## src/rtl/keccak_absorb_buf.sv

```systemverilog
// keccak_absorb_buf: sponge absorb front-end for the SHA-3/SHAKE core.
// Collects 64-bit message words into one rate-sized block and applies Keccak
// multi-rate padding (domain byte + final 0x80). The finished block is then
// presented to the permutation stage with first/last flags.
module keccak_absorb_buf #(
  parameter int         RATE_WORDS = 17,
  parameter logic [7:0] DOMAIN     = 8'h06
) (
  input  logic                      clk,
  input  logic                      rst,
  input  logic [63:0]               din,
  input  logic                      din_valid,
  input  logic                      din_last,
  input  logic [3:0]                din_bytes,
  output logic                      din_ready,
  output logic [64*RATE_WORDS-1:0]  blk_data,
  output logic                      blk_valid,
  output logic                      blk_first,
  output logic                      blk_last,
  input  logic                      blk_ready
);

  localparam int WPW = (RATE_WORDS > 1) ? $clog2(RATE_WORDS) : 1;
  localparam logic [WPW-1:0] LAST_LANE = WPW'(RATE_WORDS - 1);

  typedef enum logic {
    FILL = 1'b0,
    OUT  = 1'b1
  } state_t;

  state_t                     state_reg;
  logic [WPW-1:0]             wptr_reg;
  logic                       pad_pend_reg;
  logic                       first_q_reg;
  logic                       last_reg;
  logic [64*RATE_WORDS-1:0]   buf_reg;
  logic [64*RATE_WORDS-1:0]   buf_next;

  logic                       accept;
  logic                       handshake;
  logic                       at_end;
  logic                       full_last;
  logic [3:0]                 nbytes;
  logic [WPW-1:0]             wptr_inc;
  logic [63:0]                last_word;

  assign accept    = (state_reg == FILL) && din_valid;
  assign handshake = (state_reg == OUT) && blk_ready;
  assign at_end    = (wptr_reg == LAST_LANE);
  assign nbytes    = (din_bytes > 4'd8) ? 4'd8 : din_bytes;
  assign full_last = (nbytes == 4'd8);
  assign wptr_inc  = wptr_reg + WPW'(1);

  // Final word: keep bytes below n, zero the rest, drop the domain byte at n.
  always_comb begin
    last_word = din;
    for (int b = 0; b < 8; b++) begin
      if (b >= int'(nbytes)) last_word[8*b +: 8] = 8'h00;
      if (b == int'(nbytes)) last_word[8*b +: 8] = DOMAIN;
    end
  end

  // Per-lane next value. A full last word in the final lane defers the
  // padding to a separate pad-only block built on the following handshake.
  for (genvar gi = 0; gi < RATE_WORDS; gi++) begin : g_lane
    localparam logic [WPW-1:0] LANE = WPW'(gi);
    logic [63:0] lane_next;

    // Select cleared/pad lane on handshake, or write/pad the lane on accept.
    always_comb begin
      lane_next = buf_reg[64*gi +: 64];
      if (handshake) begin
        lane_next = '0;
        if (pad_pend_reg) begin
          if (gi == 0) lane_next[7:0] = DOMAIN;
          if (gi == RATE_WORDS - 1) lane_next[63:56] = lane_next[63:56] | 8'h80;
        end
      end else if (accept) begin
        if (wptr_reg == LANE) begin
          lane_next = din_last ? last_word : din;
        end else if (din_last && full_last && !at_end && (wptr_inc == LANE)) begin
          lane_next = {56'h0, DOMAIN};
        end
        if (din_last && !(full_last && at_end) && (gi == RATE_WORDS - 1)) begin
          lane_next[63:56] = lane_next[63:56] | 8'h80;
        end
      end
    end

    assign buf_next[64*gi +: 64] = lane_next;
  end

  // Block buffer register; it doubles as the registered blk_data output.
  always_ff @(posedge clk) begin
    if (rst) begin
      buf_reg <= '0;
    end else begin
      buf_reg <= buf_next;
    end
  end

  // Fill/present control: lane pointer, pad-pending and first/last flags.
  always_ff @(posedge clk) begin
    if (rst) begin
      state_reg    <= FILL;
      wptr_reg     <= '0;
      pad_pend_reg <= 1'b0;
      first_q_reg  <= 1'b1;
      last_reg     <= 1'b0;
    end else begin
      case (state_reg)
        FILL: begin
          if (accept) begin
            if (din_last) begin
              state_reg <= OUT;
              if (full_last && at_end) begin
                pad_pend_reg <= 1'b1;
                last_reg     <= 1'b0;
              end else begin
                last_reg <= 1'b1;
              end
            end else if (at_end) begin
              state_reg <= OUT;
              last_reg  <= 1'b0;
            end else begin
              wptr_reg <= wptr_inc;
            end
          end
        end
        OUT: begin
          if (blk_ready) begin
            first_q_reg <= last_reg;
            if (pad_pend_reg) begin
              pad_pend_reg <= 1'b0;
              last_reg     <= 1'b1;
            end else begin
              state_reg <= FILL;
              wptr_reg  <= '0;
              last_reg  <= 1'b0;
            end
          end
        end
        default: state_reg <= FILL;
      endcase
    end
  end

  assign din_ready = (state_reg == FILL) && !rst;
  assign blk_valid = (state_reg == OUT) && !rst;
  assign blk_first = first_q_reg;
  assign blk_last  = last_reg;
  assign blk_data  = buf_reg;

endmodule
```

## config.mk

```make
export PLATFORM = sky130hd
export DESIGN_NAME = keccak_absorb_buf
export DESIGN_NICKNAME = d
export VERILOG_FILES = /design/src/rtl/keccak_absorb_buf.sv
export SDC_FILE = /design/constraint.sdc
export NUM_CORES = 2
export LEC_CHECK = 0
export BUFFER_PORTS_ARGS = -buffer_cell sky130_fd_sc_hd__buf_2
export CORE_AREA = 2 2 453 455
export CTS_CLUSTER_SIZE = 10
export DETAILED_ROUTE_END_ITERATION = 7
export DIE_AREA = 0 0 455 457
export GPL_TIMING_DRIVEN = 0
export PLACE_DENSITY = 0.35
export SYNTH_ARGS = -nofsm -noshare
export SYNTH_HDL_FRONTEND = slang
export SYNTH_SLANG_ARGS = --single-unit
```

## constraint.sdc

```tcl
create_clock -name clk -period 2.6 [get_ports clk]
set_clock_uncertainty 0.05 [all_clocks]
set_input_delay 0.13 -clock clk [delete_from_list [all_inputs] [get_ports clk]]
set_output_delay 0.13 -clock clk [all_outputs]
set_load 0.005 [all_outputs]
```

==> results.toml <==
[die]
dieArea_mm2 = 0.2079
core_area_mm2 = 0.2033
initial_core_util_pct = 18.85
die_w_um = 455
die_y_um = 457
io_pins = 1165
std_cell_rows = 166

[layout]
nFillCells = 21950
largest_reg_flops = 1088
syn2layout_area_growth_pct = 51.19
stdcell_area_mm2 = 0.05793
nets = 5742
multi_input_area_mm2 = 0.01652
drive_above_1_share_pct = 38.45
final-seq-area_mm2 = 0.02197

[placement]
dp_slack_ns = -2.252
place_area_mm2 = 0.04786
io_buffer_count = 1161
dp_hpwl_um = 227300
gp_congestion = 0.8925

[detailed_routing]
finalWirelength_um = 298000
drc = 0
vias = 40710
wire_per_inst_um = 35.26
drt-vias-per-instance = 4.818
ant_nets = 0
first_pass_iters = 5
drt_iter0_drc = 3525

[yosys]
synthTopCellsByArea = "dfxtp_1 (57%), nor2_1 (6.5%), a22oi_1 (5.6%)"
synth_edf_count = 0
syn_nets = 4227
yosysUniqueCellTypes = 74
synth_area_mm2 = 0.03832
synthCells = 4148
ys_warn_count = 0
yosysTopAreaCellShare_pct = 57.31
yosysSeqAreaShare_pct = 57.31
async_flop_share_pct = 0
post-synth-top-area-cell = "dfxtp_1"
yosys_register_bits = 1097
avgSynthCellArea_um2 = 9.238
synth_flop_cell = "dfxtp_1"

[sta]
period_minus_slack_ns = 2.731
setup_slack_ns = -0.1312
timing.slew.headroom_pct = 12.03
setup_tns_ns = -6.865
fin_crit_sh_pct = 105.0
rsz0062_at_grt = "yes"
maxSlewViolCount = 0
whs_ns = 0.03909
setup_viol = 161
tightest_slew_ns = 1.316
fmax_mhz = 366.1
finalHoldViolCount = 0

[global_routing]
grt_pass1_wl_um = 377400
grt_pass1_vias = 38130
antenna_found_initial = 38
grtUsageTotal_pct = 27.14
grt.overflow.total = 0
grt_max_degree = 17

[flow_run]
drv_cap = 0

[clock_tree]
htreeDepth = 4
clk-insertion-delay-late_ns = 0.80
numClockSinks = 1097
cts_root_buf = "clkbuf_16"
cts_tree = "yes"
clockBufferDepth = 3
clkTransAtPathRegs_ns = 0.06
cts_buffers = 140

[worst_setup_path]
endpoint_kind = "register"
worstPathRequired_ns = 3.28
path_max_fanout = 8
critPathArrivalTime_ns = 3.41
crit_buf_inv = 3
cpLargestDelayFamily = "simple AND/OR/NAND/NOR gates"
max_stage_delay_ns = 0.44
cp-start-kind = "register"
crit_chain = "ha_4 > buf_6 > nand2_8 > nor2_4 > ha_4 > nand4b_1 > nor4bb_4 > o21ai_4 > clkbuf_16 > clkbuf_16 > o31ai_2"
crit_path_top_delay_cell = "nor4bb_4"
ff2ff_setup_slack_ns = -0.13
critPathKind = "register to register"

[pwr]
leakage_uw = 0.02491
p_per_area_mw_per_mm2 = 687.4
ir_worst_vdd_mv = 0.7079

[outcome]
violations = "setup timing"
outcome = "finished with violations"

[worst_hold_path]
hp-class = "input port to register"
## final timing paths
kind | startpoint | to | cells after the start
worst min register to register | blk_data[1055] | blk_data[1055] | 2
worst min-delay path | din[21] | blk_data[917] | 3
worst max-delay path | wptr_reg[0] | blk_data[1046] | 11
worst max register to register | wptr_reg[0] | blk_data[1046] | 11
## power by group
group	internal (uW)	switching (uW)	total [uW]
registers	16900	60.7	17000
clock network	11300	8210	19500
logic	781	2510	3290
total	29000	10800	39800
## cells in the final DEF (no fill, tap or decap), types with 17 or more instances in the layout
cell,count
clkbuf_4,37
buf_4,121
clkbuf_8,29
a22o_1,58
clkbuf_1,119
a22oi_2,70
o2bb2ai_1,38
dfxtp_1,1094
nand3_1,215
clkbuf_2,107
o21ai_1,70
buf_2,1219
buf_8,29
a32o_1,22
nand4_1,33
nand3_2,50
buf_12,49
a21oi_1,192
buf_6,35
clkbuf_16,167
dlygate4sd3_1,66
nand2_1,270
diode_2,19
o21ai_0,193
a22oi_1,218
a2bb2oi_1,26
o21ai_2,17
o2bb2ai_2,40
nor2_1,641
o22ai_1,140
## layer usage
| metal | routed length, um | vias up | GRT usage, % | part of all wire, % |
|---|---|---|---|---|
| met5 | 43 | - | 0 | 0.014 |
| met4 | 15620 | 6 | 11.68 | 5.2 |
| met3 | 24910 | 432 | 7.126 | 8.4 |
| met2 | 141400 | 1866 | 45.94 | 47 |
| met1 | 116000 | 20520 | 32.09 | 39 |
| li1 | - | 17890 | - | - |
## stage by stage
stage	std cells	power [uW]	util [%]
floorplan	4148	18310	-
global placement	7997	20100	23.37
detailed placement	8014	20160	23.54
CTS	8384	39970	27.25
global route	8435	40850	28.47
finish	8450	39820	28.49
## synth_stat cells, types with 12 or more instances
cell type,count
buf_2,125
nand3_1,268
and2_1,16
nand4_1,33
dfxtp_1,1097
nand2_1,287
clkbuf_1,267
and3_1,24
a22oi_1,288
a21o_1,12
o22ai_1,140
a2bb2oi_1,28
o2bb2ai_1,85
a21oi_1,201
inv_1,15
nor2_1,661
o21ai_1,18
buf_1,20
buf_4,13
a22o_1,60
o21ai_0,258
a32o_1,22
o31ai_1,33
o221a_2,18
## worst reg2reg max path: cells and delay by family, from the launching register on
kind | cells | cell delay (ns)
DFF | 1 | 0.39
buffers and inverters | 3 | 0.56
AOI/OAI and AO/OA | 2 | 0.37
and+or+nand+nor | 4 | 0.91
adders and majority gates | 2 | 0.37
## cell families (layout without fill, tap and decap cells)
logic type | Yosys count | count (layout) | synth area share (%)
DFF | 1097 | 1097 | 57.31
adders and majority gates | 6 | 6 | 0.1959
muxes | 6 | 6 | 0.1600
buffers and inverters | 442 | 2037 | 4.904
and+or+nand+nor | 1365 | 1365 | 15.69
other | 0 | 19 | 0
AOI/OAI and AO/OA | 1232 | 1232 | 21.74
## final cells by class
cell class | instances | share of cell area (%)
Sequential cell | 1097 | 37.92
Multi-Input combinational cell | 2609 | 28.52
Timing Repair Buffer | 1383 | 14.78
Clock buffer | 197 | 7.013
Tap cell | 2688 | 5.805
Buffer | 417 | 5.121
Clock inverter | 25 | 0.6544
Inverter | 15 | 0.1037
Antenna cell | 19 | 0.08207
## timing repair
| item | CTS | global route |
|---|---|---|
| gates resized for setup | 517 | 514 |
| endpoints found under the setup margin | 1094 | 932 |
| pin swaps | 61 | 84 |
| setup buffers | 86 | 29 |
| gates cloned | 7 | 21 |
| hold endpoints to repair | 351 | 0 |
| hold buffers | 66 | 0 |
Power figures use the tool's default switching activity.
